<file path="config.mk">
export PLATFORM = sky130hd
export DESIGN_NAME = mem_port_arbiter_flat
export DESIGN_NICKNAME = d
export VERILOG_FILES = /design/src/rtl/mem_port_if.sv /design/src/rtl/mem_port_arbiter.sv /design/src/flat_wrapper.sv
export SDC_FILE = /design/constraint.sdc
export NUM_CORES = 2
export LEC_CHECK = 0
export BUFFER_PORTS_ARGS = -buffer_cell sky130_fd_sc_hd__buf_2
export CAP_MARGIN = 20
export CORE_AREA = 2 2 546 548
export DETAILED_ROUTE_END_ITERATION = 10
export DIE_AREA = 0 0 548 550
export GPL_TIMING_DRIVEN = 0
export PLACE_DENSITY = 0.38
export RECOVER_POWER = 25
export SYNTH_ARGS = -nofsm -noshare
export SYNTH_HDL_FRONTEND = slang
export SYNTH_SLANG_ARGS = --single-unit
</file>
<file path="constraint.sdc">
create_clock -name clk -period 4.2 [get_ports clk]
set_clock_uncertainty 0.2 [all_clocks]
set_input_delay 0.84 -clock clk [delete_from_list [all_inputs] [get_ports clk]]
set_output_delay 0.84 -clock clk [all_outputs]
set_load 0.02 [all_outputs]
</file>
<file path="src/rtl/mem_port_if.sv">
// Request/response bundle between the I/D cache requesters, the arbiter and the
// physical memory port. The arbiter takes the slave view; the environment the master view.
interface mem_port_if #(
    parameter int ADDR_WIDTH = 32,
    parameter int LINE_WIDTH = 256
);
    logic                  i_read;
    logic [ADDR_WIDTH-1:0] i_addr;
    logic                  i_resp;
    logic [LINE_WIDTH-1:0] i_rdata;

    logic                  d_read;
    logic                  d_write;
    logic [ADDR_WIDTH-1:0] d_addr;
    logic [LINE_WIDTH-1:0] d_wdata;
    logic                  d_resp;
    logic [LINE_WIDTH-1:0] d_rdata;

    logic                  pmem_read;
    logic                  pmem_write;
    logic [ADDR_WIDTH-1:0] pmem_addr;
    logic [LINE_WIDTH-1:0] pmem_wdata;
    logic                  pmem_resp;
    logic [LINE_WIDTH-1:0] pmem_rdata;

    modport slave (
        input  i_read, i_addr, d_read, d_write, d_addr, d_wdata, pmem_resp, pmem_rdata,
        output i_resp, i_rdata, d_resp, d_rdata, pmem_read, pmem_write, pmem_addr, pmem_wdata
    );

    modport master (
        output i_read, i_addr, d_read, d_write, d_addr, d_wdata, pmem_resp, pmem_rdata,
        input  i_resp, i_rdata, d_resp, d_rdata, pmem_read, pmem_write, pmem_addr, pmem_wdata
    );
endinterface

</file>
<file path="src/rtl/mem_port_arbiter.sv">
// Shares one line-wide memory port between an I-side reader and a D-side reader/writer.
// D-side wins ties unless the I-side has been passed over STARVE_LIMIT times in a row.
module mem_port_arbiter #(
    parameter int ADDR_WIDTH   = 32,
    parameter int LINE_WIDTH   = 256,
    parameter int STARVE_LIMIT = 4
) (
    input  logic      clk,
    input  logic      rst_n,
    mem_port_if.slave bus
);
    localparam int OFF_BITS = $clog2(LINE_WIDTH / 8);
    localparam int CNT_W    = $clog2(STARVE_LIMIT + 1);
    localparam logic [ADDR_WIDTH-1:0] ALIGN_MASK =
        {{(ADDR_WIDTH - OFF_BITS){1'b1}}, {OFF_BITS{1'b0}}};
    localparam logic [CNT_W-1:0] CNT_MAX = CNT_W'(STARVE_LIMIT);

    typedef enum logic [1:0] {IDLE, I_BUSY, D_BUSY, DONE} state_t;

    state_t                state_q, state_d;
    logic [CNT_W-1:0]      starve_q, starve_d;
    logic                  pmem_read_q, pmem_read_d;
    logic                  pmem_write_q, pmem_write_d;
    logic [ADDR_WIDTH-1:0] pmem_addr_q, pmem_addr_d;
    logic [LINE_WIDTH-1:0] pmem_wdata_q, pmem_wdata_d;
    logic                  i_resp_q, i_resp_d;
    logic                  d_resp_q, d_resp_d;
    logic [LINE_WIDTH-1:0] i_rdata_q, i_rdata_d;
    logic [LINE_WIDTH-1:0] d_rdata_q, d_rdata_d;
    logic                  d_req;
    logic                  grant_i;

    // NOTE: every output below is assigned a default first so no path leaves a
    // variable unassigned, which would otherwise infer a latch.
    always_comb begin
        state_d      = state_q;
        starve_d     = starve_q;
        pmem_read_d  = pmem_read_q;
        pmem_write_d = pmem_write_q;
        pmem_addr_d  = pmem_addr_q;
        pmem_wdata_d = pmem_wdata_q;
        i_resp_d     = 1'b0;
        d_resp_d     = 1'b0;
        i_rdata_d    = i_rdata_q;
        d_rdata_d    = d_rdata_q;
        d_req        = bus.d_read | bus.d_write;
        grant_i      = bus.i_read & (~d_req | (starve_q == CNT_MAX));

        unique case (state_q)
            IDLE: begin
                if (grant_i) begin
                    state_d      = I_BUSY;
                    starve_d     = '0;
                    pmem_read_d  = 1'b1;
                    pmem_write_d = 1'b0;
                    pmem_addr_d  = bus.i_addr & ALIGN_MASK;
                end else if (d_req) begin
                    state_d      = D_BUSY;
                    // A write wins when the D-side raises both ops at once.
                    pmem_write_d = bus.d_write;
                    pmem_read_d  = ~bus.d_write;
                    pmem_addr_d  = bus.d_addr & ALIGN_MASK;
                    pmem_wdata_d = bus.d_wdata;
                    if (!bus.i_read)
                        starve_d = '0;
                    else if (starve_q != CNT_MAX)
                        starve_d = starve_q + CNT_W'(1);
                end
            end
            I_BUSY: begin
                if (bus.pmem_resp) begin
                    state_d     = DONE;
                    pmem_read_d = 1'b0;
                    i_rdata_d   = bus.pmem_rdata;
                    i_resp_d    = 1'b1;
                end
            end
            D_BUSY: begin
                if (bus.pmem_resp) begin
                    state_d      = DONE;
                    pmem_read_d  = 1'b0;
                    pmem_write_d = 1'b0;
                    if (!pmem_write_q)
                        d_rdata_d = bus.pmem_rdata;
                    d_resp_d = 1'b1;
                end
            end
            DONE: begin
                // Requests are deliberately not sampled here; the requester
                // uses this cycle to drop or change its request.
                state_d = IDLE;
            end
            default: state_d = IDLE;
        endcase
    end

    // NOTE: the wide line/data registers are reset too, because every output,
    // data buses included, must read zero after reset.
    always_ff @(posedge clk) begin
        if (!rst_n) begin
            state_q      <= IDLE;
            starve_q     <= '0;
            pmem_read_q  <= 1'b0;
            pmem_write_q <= 1'b0;
            pmem_addr_q  <= '0;
            pmem_wdata_q <= '0;
            i_resp_q     <= 1'b0;
            d_resp_q     <= 1'b0;
            i_rdata_q    <= '0;
            d_rdata_q    <= '0;
        end else begin
            state_q      <= state_d;
            starve_q     <= starve_d;
            pmem_read_q  <= pmem_read_d;
            pmem_write_q <= pmem_write_d;
            pmem_addr_q  <= pmem_addr_d;
            pmem_wdata_q <= pmem_wdata_d;
            i_resp_q     <= i_resp_d;
            d_resp_q     <= d_resp_d;
            i_rdata_q    <= i_rdata_d;
            d_rdata_q    <= d_rdata_d;
        end
    end

    assign bus.pmem_read  = pmem_read_q;
    assign bus.pmem_write = pmem_write_q;
    assign bus.pmem_addr  = pmem_addr_q;
    assign bus.pmem_wdata = pmem_wdata_q;
    assign bus.i_resp     = i_resp_q;
    assign bus.d_resp     = d_resp_q;
    assign bus.i_rdata    = i_rdata_q;
    assign bus.d_rdata    = d_rdata_q;
endmodule

</file>
<file path="src/flat_wrapper.sv">
// flat-port wrapper written by rule: the top's interface ports become plain ports
module mem_port_arbiter_flat 
#(
    parameter int ADDR_WIDTH   = 32,
    parameter int LINE_WIDTH   = 256,
    parameter int STARVE_LIMIT = 4
)
  (clk, rst_n, bus_i_read, bus_i_addr, bus_d_read, bus_d_write, bus_d_addr, bus_d_wdata, bus_pmem_resp, bus_pmem_rdata, bus_i_resp, bus_i_rdata, bus_d_resp, bus_d_rdata, bus_pmem_read, bus_pmem_write, bus_pmem_addr, bus_pmem_wdata);
  mem_port_if #(.ADDR_WIDTH(ADDR_WIDTH), .LINE_WIDTH(LINE_WIDTH)) bus_i ();
  input  logic clk;
  input  logic rst_n;
  input wire logic [$bits(bus_i.i_read)-1:0] bus_i_read;
  input wire logic [$bits(bus_i.i_addr)-1:0] bus_i_addr;
  input wire logic [$bits(bus_i.d_read)-1:0] bus_d_read;
  input wire logic [$bits(bus_i.d_write)-1:0] bus_d_write;
  input wire logic [$bits(bus_i.d_addr)-1:0] bus_d_addr;
  input wire logic [$bits(bus_i.d_wdata)-1:0] bus_d_wdata;
  input wire logic [$bits(bus_i.pmem_resp)-1:0] bus_pmem_resp;
  input wire logic [$bits(bus_i.pmem_rdata)-1:0] bus_pmem_rdata;
  output wire logic [$bits(bus_i.i_resp)-1:0] bus_i_resp;
  output wire logic [$bits(bus_i.i_rdata)-1:0] bus_i_rdata;
  output wire logic [$bits(bus_i.d_resp)-1:0] bus_d_resp;
  output wire logic [$bits(bus_i.d_rdata)-1:0] bus_d_rdata;
  output wire logic [$bits(bus_i.pmem_read)-1:0] bus_pmem_read;
  output wire logic [$bits(bus_i.pmem_write)-1:0] bus_pmem_write;
  output wire logic [$bits(bus_i.pmem_addr)-1:0] bus_pmem_addr;
  output wire logic [$bits(bus_i.pmem_wdata)-1:0] bus_pmem_wdata;
  assign bus_i.i_read = bus_i_read;
  assign bus_i.i_addr = bus_i_addr;
  assign bus_i.d_read = bus_d_read;
  assign bus_i.d_write = bus_d_write;
  assign bus_i.d_addr = bus_d_addr;
  assign bus_i.d_wdata = bus_d_wdata;
  assign bus_i.pmem_resp = bus_pmem_resp;
  assign bus_i.pmem_rdata = bus_pmem_rdata;
  assign bus_i_resp = bus_i.i_resp;
  assign bus_i_rdata = bus_i.i_rdata;
  assign bus_d_resp = bus_i.d_resp;
  assign bus_d_rdata = bus_i.d_rdata;
  assign bus_pmem_read = bus_i.pmem_read;
  assign bus_pmem_write = bus_i.pmem_write;
  assign bus_pmem_addr = bus_i.pmem_addr;
  assign bus_pmem_wdata = bus_i.pmem_wdata;
  mem_port_arbiter #(.ADDR_WIDTH(ADDR_WIDTH), .LINE_WIDTH(LINE_WIDTH), .STARVE_LIMIT(STARVE_LIMIT)) u_core (.clk(clk), .rst_n(rst_n), .bus(bus_i));
endmodule
</file>
Yosys cells after proc, flatten, opt, wreduce, memory -nomap -nowiden
Index checks and enable logic that the tools add are counted.

word-level totals
  bits in latches = 0
  output and inout port bits = 804
  memories kept = 0
  memory bits (read-only) = 0
  bits in writable memories = 0
  bits in registers = 809
  logic and storage cells = 60

operators by class
  $mul = 0
  multiplexer cells = 18
  bitwise operators = 7
  eq/ne operators = 9
  shift-type cells = 0
  div/mod/pow operators = 0
  $add $sub $neg = 1
  $lt $le $gt $ge = 0
  reductions and logical operators = 15

operators with widths
  kind                   count
  $mux W32               2
  $reduce_and A3 Y1      5
  $mux W3                4
  $reduce_and A2 Y1      5
  $mux W1                6
  $mux W2                3
  $ne A3 B1 Y1 const B   2
  $pmux W2 S3            1
  $reduce_bool A2 Y1     3
  $eq A2 B2 Y1 const B   2
  $not A1 Y1             4
  $pmux W1 S2            2
  $add A3 B1 Y3 const B  1
  $eq A3 B3 Y1 const B   1
  $ne A3 B3 Y1 const B   1
  $eq A2 B1 Y1 const B   1
  $logic_not A2 Y1       1
  $ne A2 B1 Y1 const B   1
  $ne A2 B2 Y1 const B   1
  $or A1 B1 Y1           2
  $reduce_or A2 Y1       1
  $and A1 B1 Y1          1

Longest topological paths before layout
  depth after elaboration = 6
  gate-level depth with buffers = 9

Least setup slack after synthesis
Ideal clock, no wire load.

  kind = in2reg
  start = input port bus_d_write
  end = register u_core.pmem_wdata_q[115] (netlist: u_core.bus.pmem_wdata[115])
  data required time = 3.884 ns
  cell stages on the path = 7
  setup slack = 2.137 ns
  data arrival time = 1.747 ns
  buffers on the path = 3
  path through = or2_1 -> and3_1 -> buf_2 -> buf_4 -> buf_2 -> nand2_1 -> a21boi_1

between the ends
  longest elaborated chain between the ends = 6

RTL lines
  element                               RTL line                 source
  start, declared                       flat_wrapper.sv:15       input wire logic [$bits(bus_i.d_write)-1:0] bus_d_write;
  $or A1 B1 Y1 *                        mem_port_arbiter.sv:46   d_req = bus.d_read | bus.d_write;
  $not A1 Y1                            mem_port_arbiter.sv:47   grant_i = bus.i_read & (~d_req | (starve_q == CNT_MAX));
  $or A1 B1 Y1                          mem_port_arbiter.sv:47
  $and A1 B1 Y1                         mem_port_arbiter.sv:47
  $not A1 Y1 (no source line)           -
  $reduce_and A3 Y1 (no source line) *  -
  end signal, assigned                  mem_port_arbiter.sv:117  pmem_wdata_q <= pmem_wdata_d;
  end, declared                         mem_port_arbiter.sv:25   logic [LINE_WIDTH-1:0] pmem_wdata_q, pmem_wdata_d;

Every way passes the cells marked *; elsewhere a longest branch is shown, timed or not.
A chain may end at the register's enable or synchronous reset.

Worst setup path in the final report
  start = register u_core.state_q[1]
  end = register u_core.i_rdata_q[235] (netlist: u_core.bus.i_rdata[235])

between the ends
  longest elaborated chain between the ends = 2

RTL lines
  element                             RTL line                 source
  start, declared                     mem_port_arbiter.sv:20   state_t state_q, state_d;
  start signal, assigned              mem_port_arbiter.sv:112  state_q <= state_d;
  $eq A2 B1 Y1                        mem_port_arbiter.sv:49   unique case (state_q)
  $reduce_and A2 Y1 (no source line)  -
  end signal, assigned                mem_port_arbiter.sv:120  i_rdata_q <= i_rdata_d;
  end, declared                       mem_port_arbiter.sv:28   logic [LINE_WIDTH-1:0] i_rdata_q, i_rdata_d;

No other way between the ends.

==> flow_metrics.env <==
export IMPL_dp_slack_ns=-0.242
export IMPL_cts_setup_buffers=0
export IMPL_netSwitchingPower_mw=11.7
export IMPL_global_route_overflow_total=0
export IMPL_cts_root_buf="sky130_fd_sc_hd__clkbuf_16"
export IMPL_path_max_fanout=13
export IMPL_clock_tree_htree_level_count=3
export IMPL_first_global_vias=31300
export IMPL_slowest_stage="sky130_fd_sc_hd__buf_2"
export IMPL_yosys_register_bits=804
export IMPL_fin_ws_ns=0.578
export IMPL_fp_dieH_um=550
export IMPL_timing_slew_headroom_pct=24.0
export IMPL_setup_worst_path_class="flop to flop"
export IMPL_drt_iter0_markers=2100
export IMPL_swShare_pct=41.7
export IMPL_tritoncts_num_sinks=804
export IMPL_worstMarginPinSlew_ns=1.14
export IMPL_p_clk_share_pct=32.0
export IMPL_critical_path_reg2reg_endpoint="u_core.bus.i_rdata[235]$_SDFFE_PN0P_"
export IMPL_synthesis_instances=3554
export IMPL_final_min_period_over_clock_period_pct=86.2
export IMPL_power_share_sequential_pct=34.3
export IMPL_wire_length_of_the_first_global_routing_pass_um=312000
export IMPL_rows=200
export IMPL_flow_area_growth_from_synthesis_pct=54.5
export IMPL_grt_antenna_before_repair=138
export IMPL_setup_tns_ns=0
export IMPL_largest_area_contributor_in_the_netlist="sky130_fd_sc_hd__dfxtp_1"
export IMPL_crit_start="u_core.state_q[1]$_SDFFE_PN0P_"
export IMPL_avgRoutedWirePerCell_um=26.8
export IMPL_slew_viol_final=0
export IMPL_critical_path_depth=8
export IMPL_critPathBufInv=4
export IMPL_place_detailed_hpwl_um=214000
export IMPL_hold_violations=0
export IMPL_p_comb_share_pct=33.7
export IMPL_detailroute_via_count=32300
export IMPL_critical_path_arrival_ns=4.12
export IMPL_startpoint_type="flop"
export IMPL_finalNetCount=5772
export IMPL_totalPowerFinal_mw=28.2
export IMPL_hold_path_class="input port to flop"
export IMPL_tritoncts="yes"
export IMPL_timing_critical_path_required_ns=4.69
export IMPL_worstRegToRegCells=8
export IMPL_synth_seq_area_share_pct=53.9
export IMPL_drv_max_cap_violation_count=0
export IMPL_floorplan_die_area_mm2=0.301
export IMPL_io_pins=1386
export IMPL_clkLatencyLatePin_ns=0.81
export IMPL_avgSynthCellArea_um2=8.39
export IMPL_drt_pass1_iterations=6
export IMPL_cp_cell_sequence="inv_1 -> ha_1 -> and2_0 -> clkbuf_1 -> buf_2 -> buf_2 -> nand2_1 -> a21boi_0"
export IMPL_grt_util_all_layers_pct=15.6
export IMPL_wl_um=247000
export IMPL_crit_path_largest_cell_delay_ns=0.85
export IMPL_number_of_clock_buffers_inserted_by_tritoncts=106
export IMPL_cts_max_path_buffers=4
export IMPL_yosys_warnings=0
export IMPL_drive_above_1_share_pct=25.2
export IMPL_crit_family="buffers and inverters"
export IMPL_setup_violations=0
export IMPL_rsz_0062_raised_after_global_routing="false"
export IMPL_r2r_setup_slack_ns=0.58
export IMPL_initial_utilization_pct=10.1
export IMPL_grt_start_max_net_pins=17
export IMPL_drt_via_density=3.49
export IMPL_crit_top_cell="sky130_fd_sc_hd__buf_2"
export IMPL_endpoint_kind="flop"
export IMPL_layout_cells_non_filler=9232
export IMPL_min_tclk_post_route_ns=3.62
export IMPL_worst_hold_startpoint="bus_d_wdata[228]"
export IMPL_internal_power_mw=16.5
export IMPL_final_util_pct=15.6
export IMPL_post_detailed_route_drc_marker_count=0
export IMPL_synthesis_area_mm2=0.0298
export IMPL_post_synth_main_area_contributors="sky130_fd_sc_hd__dfxtp_1 54%, sky130_fd_sc_hd__nand2_1 20%, sky130_fd_sc_hd__a21boi_0 12%, sky130_fd_sc_hd__a21boi_1 7.5%, sky130_fd_sc_hd__buf_2 2.2%"
export IMPL_achievable_frequency_mhz=276
export IMPL_die_width_um=548
export IMPL_synth_cell_types=32
export IMPL_clk_slew_on_worst_s_h_paths_ns=0.06
export IMPL_num_fill_cells=34200
export IMPL_worst_setup_path_endpoint="u_core.bus.i_rdata[235]$_SDFFE_PN0P_"
export IMPL_leakage_power_figure_nw=18.1
export IMPL_worst_r2r_startpoint="u_core.state_q[1]$_SDFFE_PN0P_"
export IMPL_antenna_violating_nets_post_route=0
export IMPL_netlist_area_leader_share_pct=53.9
export IMPL_final_weighted_congestion_in_routability_driven_placement=0.941
export IMPL_placed_cells_incl_taps=8871
export IMPL_vdd_ir_drop_worst_uv=294
export IMPL_core_region_area_mm2=0.296
export IMPL_status="completed"
export IMPL_port_buffers=1369
export IMPL_pwr_density_cell_mw_per_mm2=612
[worst register-to-register path, stage by stage (launching register included)]
cell,delay (ns)
sky130_fd_sc_hd__dfxtp_1,0.34
sky130_fd_sc_hd__inv_1,0.11
sky130_fd_sc_hd__ha_1,0.25
sky130_fd_sc_hd__and2_0,0.15
sky130_fd_sc_hd__clkbuf_1,0.60
sky130_fd_sc_hd__buf_2,0.87
sky130_fd_sc_hd__buf_2,0.72
sky130_fd_sc_hd__nand2_1,0.13
sky130_fd_sc_hd__a21boi_0,0.19
[power by group through the flow]
| stage | Sequential [mW] | Combinational (mW) | Clock (mW) |
|---|---|---|---|
| finish | 9.66 | 9.52 | 9.02 |
| global route | 9.80 | 10.2 | 9.56 |
| CTS | 9.64 | 9.82 | 9.29 |
| detailed placement | 9.78 | 9.68 | 0 |
| global placement | 9.75 | 9.65 | 0 |
| floorplan | 11.2 | 3.14 | 0 |
[area by class of cell]
class | count | area, um2 | share of cell area (%)
sequential | 804 | 16100 | 34.9
timing repair buffer | 1517 | 7910 | 17.2
buffer | 278 | 1300 | 2.82
clock inverter | 26 | 246 | 0.535
antenna | 35 | 87.6 | 0.190
tap | 3939 | 4930 | 10.7
inverter | 6 | 22.5 | 0.0489
clock buffer | 157 | 3090 | 6.69
multi-input combinational | 2470 | 12400 | 27.0
[cells in the final DEF (no fill, tap or decap), types with 2 or more instances in the layout]
cell type / n
sky130_fd_sc_hd__a21boi_0: 471
sky130_fd_sc_hd__a21boi_1: 298
sky130_fd_sc_hd__a21oi_1: 2
sky130_fd_sc_hd__a31oi_1: 28
sky130_fd_sc_hd__and3_1: 3
sky130_fd_sc_hd__buf_2: 1132
sky130_fd_sc_hd__buf_4: 25
sky130_fd_sc_hd__buf_8: 4
sky130_fd_sc_hd__bufinv_16: 2
sky130_fd_sc_hd__clkbuf_1: 512
sky130_fd_sc_hd__clkbuf_16: 107
sky130_fd_sc_hd__clkbuf_2: 5
sky130_fd_sc_hd__clkbuf_8: 22
sky130_fd_sc_hd__clkinv_2: 12
sky130_fd_sc_hd__clkinvlp_4: 6
sky130_fd_sc_hd__conb_1: 5
sky130_fd_sc_hd__dfxtp_1: 804
sky130_fd_sc_hd__diode_2: 35
sky130_fd_sc_hd__dlygate4sd3_1: 143
sky130_fd_sc_hd__ha_1: 7
sky130_fd_sc_hd__inv_1: 6
sky130_fd_sc_hd__inv_6: 3
sky130_fd_sc_hd__nand2_1: 1599
sky130_fd_sc_hd__nand2b_1: 2
sky130_fd_sc_hd__nand3_1: 3
sky130_fd_sc_hd__nor2_1: 3
sky130_fd_sc_hd__nor2b_1: 4
sky130_fd_sc_hd__nor4b_1: 2
sky130_fd_sc_hd__o21ai_0: 30
sky130_fd_sc_hd__o22ai_1: 2
sky130_fd_sc_hd__or2_1: 2
[flip-flops by register name, summed over array words and instances (netlist names)]
name / count
u_core.bus.pmem_wdata: 256
u_core.bus.d_rdata: 256
u_core.bus.i_rdata: 256
u_core.state_q: 2
u_core.bus.pmem_write: 1
u_core.bus.pmem_addr: 27
u_core.starve_q: 3
u_core.bus.i_resp: 1
u_core.bus.pmem_read: 1
u_core.bus.d_resp: 1
[synth_stat cells]
cell                        instances
sky130_fd_sc_hd__and2_0             1
sky130_fd_sc_hd__a32o_1             1
sky130_fd_sc_hd__or2_1              2
sky130_fd_sc_hd__clkbuf_1         123
sky130_fd_sc_hd__nand3_1            3
sky130_fd_sc_hd__o31a_1             1
sky130_fd_sc_hd__and3_1             3
sky130_fd_sc_hd__a21oi_1            2
sky130_fd_sc_hd__inv_1              6
sky130_fd_sc_hd__nand2b_1           2
sky130_fd_sc_hd__nor2_1             3
sky130_fd_sc_hd__a31oi_1           28
sky130_fd_sc_hd__o22ai_1            2
sky130_fd_sc_hd__a2bb2oi_2          1
sky130_fd_sc_hd__nor4b_2            1
sky130_fd_sc_hd__a21boi_1         298
sky130_fd_sc_hd__o22a_1             1
sky130_fd_sc_hd__o21ai_0           30
sky130_fd_sc_hd__buf_4             25
sky130_fd_sc_hd__nand3b_1           1
sky130_fd_sc_hd__ha_1               7
sky130_fd_sc_hd__a221oi_1           1
sky130_fd_sc_hd__nor2b_1            4
sky130_fd_sc_hd__conb_1             1
sky130_fd_sc_hd__nor4b_1            1
sky130_fd_sc_hd__nand3_2            1
sky130_fd_sc_hd__nand2_1         1599
sky130_fd_sc_hd__a21boi_0         471
sky130_fd_sc_hd__buf_1              1
sky130_fd_sc_hd__buf_2            129
sky130_fd_sc_hd__dfxtp_1          804
sky130_fd_sc_hd__mux2i_1            1
[metrics by stage]
step / hold WS, ns / instance area [um2]
2_1_floorplan: 0.263 / 29800
3_3_place_gp: 0.239 / 41600
3_5_place_dp: 0.242 / 41700
4_1_cts: 0.0000909 / 46500
5_1_grt: 0.0271 / 46000
6_report: 0.0822 / 46100
[worst min path at each step]
stage                                              end  slack (ns)  cells past startpoint
6_report       u_core.bus.pmem_wdata[228]$_SDFFE_PN0P_        0.08                      3
5_1_grt        u_core.bus.pmem_wdata[138]$_SDFFE_PN0P_        0.03                      3
4_1_cts        u_core.bus.pmem_wdata[138]$_SDFFE_PN0P_     0.00009                      3
3_5_place_dp   u_core.bus.pmem_wdata[160]$_SDFFE_PN0P_        0.24                      2
3_3_place_gp      u_core.bus.d_rdata[188]$_SDFFE_PN0P_        0.24                      2
2_1_floorplan          u_core.starve_q[1]$_SDFFE_PN0P_        0.26                      2
[cells by family (layout without fill, tap and decap cells)]
family | after synthesis | in the layout | share of synthesized area, %
AND/OR/NAND/NOR | 1621 | 1621 | 20.6
other | 1 | 40 | 0.0126
adder cells (fa/ha/maj) | 7 | 7 | 0.294
buffers and inverters | 284 | 1984 | 4.43
flip-flops | 804 | 804 | 53.9
multiplexers | 1 | 1 | 0.0336
AO/OA/AOI/OAI | 836 | 836 | 20.7
[timing repair]
action,CTS,global route
endpoints found under the setup margin,0,0
endpoints found under the hold margin,165,0
hold buffers,143,0
gates resized for setup,0,0
[routing by layer]
layer | up-vias | wire length (um) | GRT usage (%)
li1 | 14800 | - | -
met1 | 15500 | 103000 | 19.2
met2 | 1563 | 107000 | 24.4
met3 | 350 | 29800 | 7.49
met4 | 90 | 6500 | 3.63
met5 | - | 611 | 0
(Power assumes the default switching activity.)
